**src/rtl/clkmeas.sv**
```systemverilog
// ---------------------------------------------------------------------------
// clkmeas -- reference-clock-domain frequency meter
//
// Measures the average period of an external clock (clkin) in refclk cycles.
// After an accepted start the block waits for a fresh clkin rising edge, then
// counts refclk cycles until gate_edges further rising edges have been seen.
// The result therefore equals gate_edges * average clkin period, i.e. for a
// fractional divider output meas_cnt / gate_edges == fenzi / fenmu.
//
// Parameters
//   CNT_W        width of the measurement counter and of meas_cnt
//   TIMEOUT_CYC  refclk cycles without a clkin edge before giving up
//
// Ports
//   refclk       single clock, everything runs on its rising edge
//   rstn         asynchronous active-low reset
//   clkin        clock under measurement, asynchronous to refclk
//   start        measurement request, sampled on refclk rising edge
//   gate_edges   number of clkin periods to span, latched on accepted start
//   busy         high while a measurement is armed or running
//   meas_cnt     last result, holds until the next result
//   meas_valid   one-cycle pulse together with a meas_cnt update
//   timeout_err  sticky watchdog flag, cleared by the next accepted start
// ---------------------------------------------------------------------------
module clkmeas #(
    parameter int unsigned CNT_W       = 32,
    parameter logic [31:0] TIMEOUT_CYC = 32'd1_000_000
) (
    input  logic             refclk,
    input  logic             rstn,
    input  logic             clkin,
    input  logic             start,
    input  logic [15:0]      gate_edges,
    output logic             busy,
    output logic [CNT_W-1:0] meas_cnt,
    output logic             meas_valid,
    output logic             timeout_err
);

    typedef enum logic [1:0] {
        IDLE = 2'd0,
        ARM  = 2'd1,
        MEAS = 2'd2
    } state_t;

    localparam logic [CNT_W-1:0] CNT_MAX = {CNT_W{1'b1}};
    localparam logic [CNT_W-1:0] CNT_ONE = {{(CNT_W-1){1'b0}}, 1'b1};

    logic [2:0]       rst_chain;
    logic             rstn_syn;

    logic             clkin_s1;
    logic             clkin_s2;
    logic             clkin_hist;
    logic             edge_det;

    state_t           state;
    state_t           state_nxt;
    logic [15:0]      gate_q;
    logic [15:0]      gate_nxt;
    logic [CNT_W-1:0] ref_cnt;
    logic [CNT_W-1:0] ref_nxt;
    logic [CNT_W-1:0] ref_inc;
    logic [15:0]      edge_cnt;
    logic [15:0]      edge_nxt;
    logic [15:0]      edge_inc;
    logic [31:0]      wdog;
    logic [31:0]      wdog_nxt;
    logic [31:0]      wdog_inc;
    logic             wdog_expire;
    logic [CNT_W-1:0] meas_cnt_nxt;
    logic             valid_nxt;
    logic             terr_nxt;

    // Reset release is pushed through three refclk flops so that leaving
    // reset is glitch-free with respect to refclk. Until the last stage is
    // high, start requests are simply not accepted.
    always_ff @(posedge refclk or negedge rstn) begin
        if (!rstn) begin
            rst_chain <= 3'b000;
        end else begin
            rst_chain <= {rst_chain[1:0], 1'b1};
        end
    end

    assign rstn_syn = rst_chain[2];

    // clkin is asynchronous, so it goes through a two-flop synchronizer.
    // The history flop lets us spot a rising edge as a single-cycle pulse.
    // The 2-3 cycle latency of this path is identical for every edge, so it
    // drops out of the edge-to-edge distance that we actually report.
    always_ff @(posedge refclk or negedge rstn) begin
        if (!rstn) begin
            clkin_s1   <= 1'b0;
            clkin_s2   <= 1'b0;
            clkin_hist <= 1'b0;
        end else begin
            clkin_s1   <= clkin;
            clkin_s2   <= clkin_s1;
            clkin_hist <= clkin_s2;
        end
    end

    assign edge_det = clkin_s2 & ~clkin_hist;

    // Increment helpers. The reference counter saturates rather than wraps,
    // so an over-long gate reports all-ones instead of a small bogus value.
    // edge_cnt never exceeds gate_q-1, so its increment cannot overflow.
    assign ref_inc     = (ref_cnt == CNT_MAX) ? CNT_MAX : (ref_cnt + CNT_ONE);
    assign edge_inc    = edge_cnt + 16'd1;
    assign wdog_inc    = wdog + 32'd1;
    assign wdog_expire = (wdog_inc == TIMEOUT_CYC);

    // All sequential state of the measurement engine lives here; the next
    // values are worked out in the combinational block below.
    always_ff @(posedge refclk or negedge rstn) begin
        if (!rstn) begin
            state       <= IDLE;
            gate_q      <= 16'd0;
            ref_cnt     <= '0;
            edge_cnt    <= 16'd0;
            wdog        <= 32'd0;
            meas_cnt    <= '0;
            meas_valid  <= 1'b0;
            timeout_err <= 1'b0;
        end else begin
            state       <= state_nxt;
            gate_q      <= gate_nxt;
            ref_cnt     <= ref_nxt;
            edge_cnt    <= edge_nxt;
            wdog        <= wdog_nxt;
            meas_cnt    <= meas_cnt_nxt;
            meas_valid  <= valid_nxt;
            timeout_err <= terr_nxt;
        end
    end

    // Next-state logic. IDLE waits for a usable start, ARM waits for the
    // first fresh clkin edge to open the gate, MEAS counts refclk cycles
    // until the gate closes on the g-th edge. The watchdog runs in ARM and
    // MEAS; an edge always takes priority over a coincident expiry, so a
    // measurement that just makes it is never thrown away.
    always_comb begin
        state_nxt    = state;
        gate_nxt     = gate_q;
        ref_nxt      = ref_cnt;
        edge_nxt     = edge_cnt;
        wdog_nxt     = wdog;
        meas_cnt_nxt = meas_cnt;
        valid_nxt    = 1'b0;
        terr_nxt     = timeout_err;

        case (state)
            IDLE: begin
                if (start && rstn_syn && (gate_edges != 16'd0)) begin
                    gate_nxt  = gate_edges;
                    terr_nxt  = 1'b0;
                    wdog_nxt  = 32'd0;
                    state_nxt = ARM;
                end
            end

            ARM: begin
                if (edge_det) begin
                    ref_nxt   = '0;
                    edge_nxt  = 16'd0;
                    wdog_nxt  = 32'd0;
                    state_nxt = MEAS;
                end else if (wdog_expire) begin
                    terr_nxt  = 1'b1;
                    state_nxt = IDLE;
                end else begin
                    wdog_nxt  = wdog_inc;
                end
            end

            MEAS: begin
                ref_nxt = ref_inc;
                if (edge_det) begin
                    wdog_nxt = 32'd0;
                    edge_nxt = edge_inc;
                    if (edge_inc == gate_q) begin
                        meas_cnt_nxt = ref_inc;
                        valid_nxt    = 1'b1;
                        state_nxt    = IDLE;
                    end
                end else if (wdog_expire) begin
                    terr_nxt  = 1'b1;
                    state_nxt = IDLE;
                end else begin
                    wdog_nxt  = wdog_inc;
                end
            end

            default: begin
                state_nxt = IDLE;
            end
        endcase
    end

    // busy is just "not idle": it rises with ARM entry and drops in the same
    // cycle that meas_valid or timeout_err appears.
    assign busy = (state != IDLE);

endmodule

```
**config.mk**
```make
export PLATFORM = sky130hd
export DESIGN_NAME = clkmeas
export DESIGN_NICKNAME = d
export VERILOG_FILES = /design/src/rtl/clkmeas.sv
export SDC_FILE = /design/constraint.sdc
export NUM_CORES = 1
export LEC_CHECK = 0
export CAP_MARGIN = 10
export CORE_MARGIN = 2
export CORE_UTILIZATION = 54
export DETAILED_ROUTE_END_ITERATION = 10
export PLACE_DENSITY = 0.74
export SYNTH_ARGS = -nofsm -noshare
export SYNTH_HDL_FRONTEND = slang
export SYNTH_SLANG_ARGS = --single-unit
export TNS_END_PERCENT = 1
```
**constraint.sdc**
```tcl
create_clock -name refclk -period 2.8 [get_ports refclk]
set_clock_uncertainty 0.1 [all_clocks]
set_input_delay 0.56 -clock refclk [delete_from_list [all_inputs] [get_ports refclk]]
set_output_delay 0.56 -clock refclk [all_outputs]
set_load 0.005 [all_outputs]
```
After elaboration in Yosys (flattened, before gate mapping)
Cells that the tools add are included.

Flip-flop bits (word level): 138. Input port bits: 20.

Multiplexer cells: 23. Add/sub/neg operators: 3. Eq/ne operators: 12. Bitwise logic cells: 2. Reduce and logical (&&, ||, !) cells: 15.

Operator list (number): two-way mux 32 bit (5); one-hot mux 32 bit (2 select lines) (2); adder 32 x 1 -> 32 bit, second input constant (2); == test 32 x 20 -> 1 bit, second input constant (1); == test 32 bit, second input constant (1); two-way mux 16 bit (2); one-hot mux 16 bit (2 select lines) (1); adder 16 x 1 -> 16 bit, second input constant (1); == test 16 bit (1); nonzero test 16 bit (1); two-way mux 2 bit (5); AND reduction 3 bit (3); inequality test 2 bit, second input constant (4); two-way mux 1 bit (6); inequality test 3 bit, second input constant (2); one-hot mux 2 bit (3 select lines) (1); AND reduction 2 bit (3); nonzero test 2 bit (3); AND reduction 4 bit (1); == test 2 x 1 -> 1 bit, second input constant (1); == test 2 bit, second input constant (1); logical AND 1 bit (2); logical NOT 2 bit (1); inequality test 2 x 1 -> 1 bit, second input constant (1); 4 further kinds (4).

Longest topological paths before layout
Depth in word-level cells: 5. Depth in mapped cells: 12. Gate-level depth less buffers: 9.

Worst setup path before layout
No wires, ideal clock.

Kind: register -> register. Start: register wdog[0]. End: register wdog[21]. Slack: -0.079 ns. Data arrival time: 2.648 ns. Setup time: 0.131 ns. Buffers on the path: 3. Period minus slack after synthesis: 2.879 ns. Cell stages (with the launch flop): 12. Path through: dfrtp_1 ha_1 clkbuf_1 nand2_1 buf_4 nor3_1 xnor2_1 o2111ai_2 or4_4 nand2_1 buf_4 o31ai_1.

Cells in the longest elaborated chain, start to end: 4. Elaborated cells between the ends (all ways): 7.

RTL lines: start, declared (line 67) `logic [31:0] wdog;`; start signal, assigned (line 131) `wdog <= wdog_nxt;`; adder 32 x 1 -> 32 bit (*) (line 111) `assign wdog_inc = wdog + 32'd1;`; == test 32 x 20 -> 1 bit or two-way mux 32 bit (tied branches) (line 112, 169, 187); inequality test 3 bit (no source line) or two-way mux 32 bit (tied branches); AND reduction 3 bit (no source line) or one-hot mux 32 bit (2 select lines) (tied branches).

Every way passes the cells marked *; elsewhere a longest branch is shown, timed or not. The select of a mux whose other input is x is not followed. A chain may end at the register's enable or synchronous reset.

Final worst setup path
Start: register wdog[3]. End: register wdog[11].

Same word-level chain as after synthesis.

==> metrics.csv <==
metric,value,unit
async_flop_share,1.00,
drive_gt1_frac,0.208,
final_cells,1280,
avgSynthCellArea,8.77,µm²
cellPowerDensity,594,nW/µm²
status,"complete, but fails checks",
synth.area.top_cells,"dfrtp_1, o21ai_0, a31oi_1, xnor2_1, nor2_1",
grt_max_degree,60,
die_w,129,µm
cts_sinks,138,
synth_top_cell_by_area,dfrtp_1,
io-pin-count,55,
synth_top_area_frac,0.412,
yosysMostFrequentCell,dfrtp_1,
path_clk_slew,0.06,ns
vias,7993,
setup_violations,8,
fin_crit_sh,1.01,
hold_path_class,in2async,
antenna_found_initial,0,
wl_per_cell,17.9,µm
antenna_left,0,
fin_util,0.694,
post-place-cells,1247,
port_buffers,54,
nets,1108,
synth_cell_types,67,
yosys_warnings,0,
ys_seq_area_frac,0.412,
worst_pin_slew,0.579,ns
max_cap_viol_count,0,
tns,-0.182,ns
fmax,0.353,GHz
cts_max_level,4,
dp_hpwl,15.9,mm
crit_arrival,3.04,ns
cp_slowest_cell,or4_4,
initial_utilization,0.552,
peakVddDrop,426,µV
grt.total_usage,0.288,
area_delta_synth_final,25.9,%
drt_iter0_drc,791,
hold_slack,0.0194,ns
cts_buffer_depth,2,
gr-total-overflow,0,
yosys-top-cells-count,"dfrtp_1, o21ai_0, nor2_1, a31oi_1, nand2_1",
leakagePower,4.50,nW
path_class,reg2reg,
path_cells,"nand4_2, or4_4, nor3_4, xnor2_1, o2111ai_2, or4_4, nand2_2, buf_4, o31ai_1",
worstPathRequired,3.00,ns
cts-hold-fix-buffers,0,
synth_seq_cells,138,
failed_checks,negative setup slack,
syn_nets,984,
crit_top_cell,or4_4,
die_area,16500,µm²
core_region_area,15200,µm²
drc_errors,0,
die_h,129,µm
diodes,0,
wl,22.9,mm
cts_buffers,17,
start_kind,flip-flop,
clock_latency,0.43,ns
num_rows,45,
fin_crit,2.84,ns
crit_path_end_kind,flip-flop,
synth_edf_count,0,
netlist_area,8390,µm²
root_buffer,clkbuf_16,
routed_via_density,6.24,
max_stage_delay,0.58,ns
finalHoldViolCount,0,
maxSlewViolCount,0,
synth-main-ff-cell,dfrtp_1,
grt_pass1_wl,37.8,mm
drt_pass1_iterations,6,
maxSlewHeadroom,0.614,
syn_inst,956,
tritoncts,yes,
place_congestion,0.931,
fin_ws,-0.0357,ns
critPathMaxFanout,7,
grt_pass1_vias,7537,
rsz0062_at_grt,true,
registers in the layout, indices dropped and copies added (netlist names), 2 cells and up:
register	cells
rst_chain	3
wdog	32
ref_cnt	32
state	2
edge_cnt	16
gate_q	16
meas_cnt	32
cell usage in the layout (no fill, tap or decap), types with 6 or more instances in the layout:
cell type	instances
nor3_1	17
xor2_1	17
clkbuf_16	17
mux2_2	19
nor4_1	11
and3_1	21
xnor2_1	42
and2_1	7
nand4_1	23
and4_1	8
nor2b_1	7
a21oi_1	38
nand2_1	64
nor2_1	74
a22o_1	9
o21ai_0	106
clkdlybuf4s50_1	53
nor4_2	6
dfrtp_1	136
o31ai_1	19
ha_1	7
mux2i_1	6
nand3_1	46
a21o_1	8
a31oi_1	72
inv_1	25
buf_4	116
buf_12	7
o211ai_1	7
path summary, 6_finish.rpt:
| kind | end | from | slack [ns] | cells past startpoint |
|---|---|---|---|---|
| setup / recovery | wdog[11] | wdog[3] | -0.04 | 9 |
| hold / removal | gate_q[2] | rstn | 0.02 | 1 |
| setup reg to reg | wdog[11] | wdog[3] | -0.04 | 9 |
| hold reg to reg | rst_chain[2] | rst_chain[1] | 0.25 | 0 |
| max in group asynchronous | gate_q[8] | rstn | 1.90 | 2 |
| min in group refclk | rst_chain[2] | rst_chain[1] | 0.25 | 0 |
cell type report:
type,instances,area [µm²]
fill,1202,4640
multi-input combinational,717,4620
sequential,138,3460
timing repair buffer,181,1600
clock buffer,18,429
tap,188,235
clock inverter,13,121
inverter,25,93.8
where the power goes:
group | leakage (nW) | switching (mW) | total [mW] | internal, mW
Sequential | 1.87 | 0.148 | 2.31 | 2.16
Combinational | 2.37 | 1.06 | 1.83 | 0.768
Clock | 0.255 | 0.907 | 2.13 | 1.22
routing by layer:
metal  part of all wire  global-route usage  vias to the layer above
li1                   -                   -                     3777
met1               0.44               0.390                     3882
met2               0.48               0.473                      292
met3              0.059              0.0528                       42
met4              0.020              0.0889                        0
met5                  0                   0                        -
worst max-delay path, delay by kind of cell, from the launching register on:
| kind | cells | cell delay, ns |
|---|---|---|
| AND/OR/NAND/NOR | 5 | 1.62 |
| buffers and inverters | 1 | 0.18 |
| XOR/XNOR | 1 | 0.15 |
| flip-flops | 1 | 0.41 |
| AO/OA/AOI/OAI | 2 | 0.25 |
kinds of logic after synthesis:
group	Yosys count	synth area share
flops	138	0.412
simple gates	330	0.209
compound gates	293	0.216
buf+inv	101	0.0556
mux	26	0.0339
xor+xnor	59	0.0616
fa+ha+maj	8	0.0119
other cells	1	0.000447
timing repair:
action | CTS | global route
gates cloned | 0 | 0
resized for setup | 12 | 23
setup buffers | 1 | 1
pin swaps | 2 | 6
endpoints found under the setup margin | 30 | 70
per-stage QoR:
step | power (mW) | setup WS (ns) | instance area (µm²)
6_report | 6.27 | -0.0357 | 10600
2_1_floorplan | 3.45 | 0.0242 | 8390
4_1_cts | 6.24 | -0.00965 | 10500
3_3_place_gp | 4.07 | -0.0963 | 9840
5_1_grt | 6.57 | -0.105 | 10600
3_5_place_dp | 4.11 | -0.149 | 9840
(Power assumes the default switching activity.)
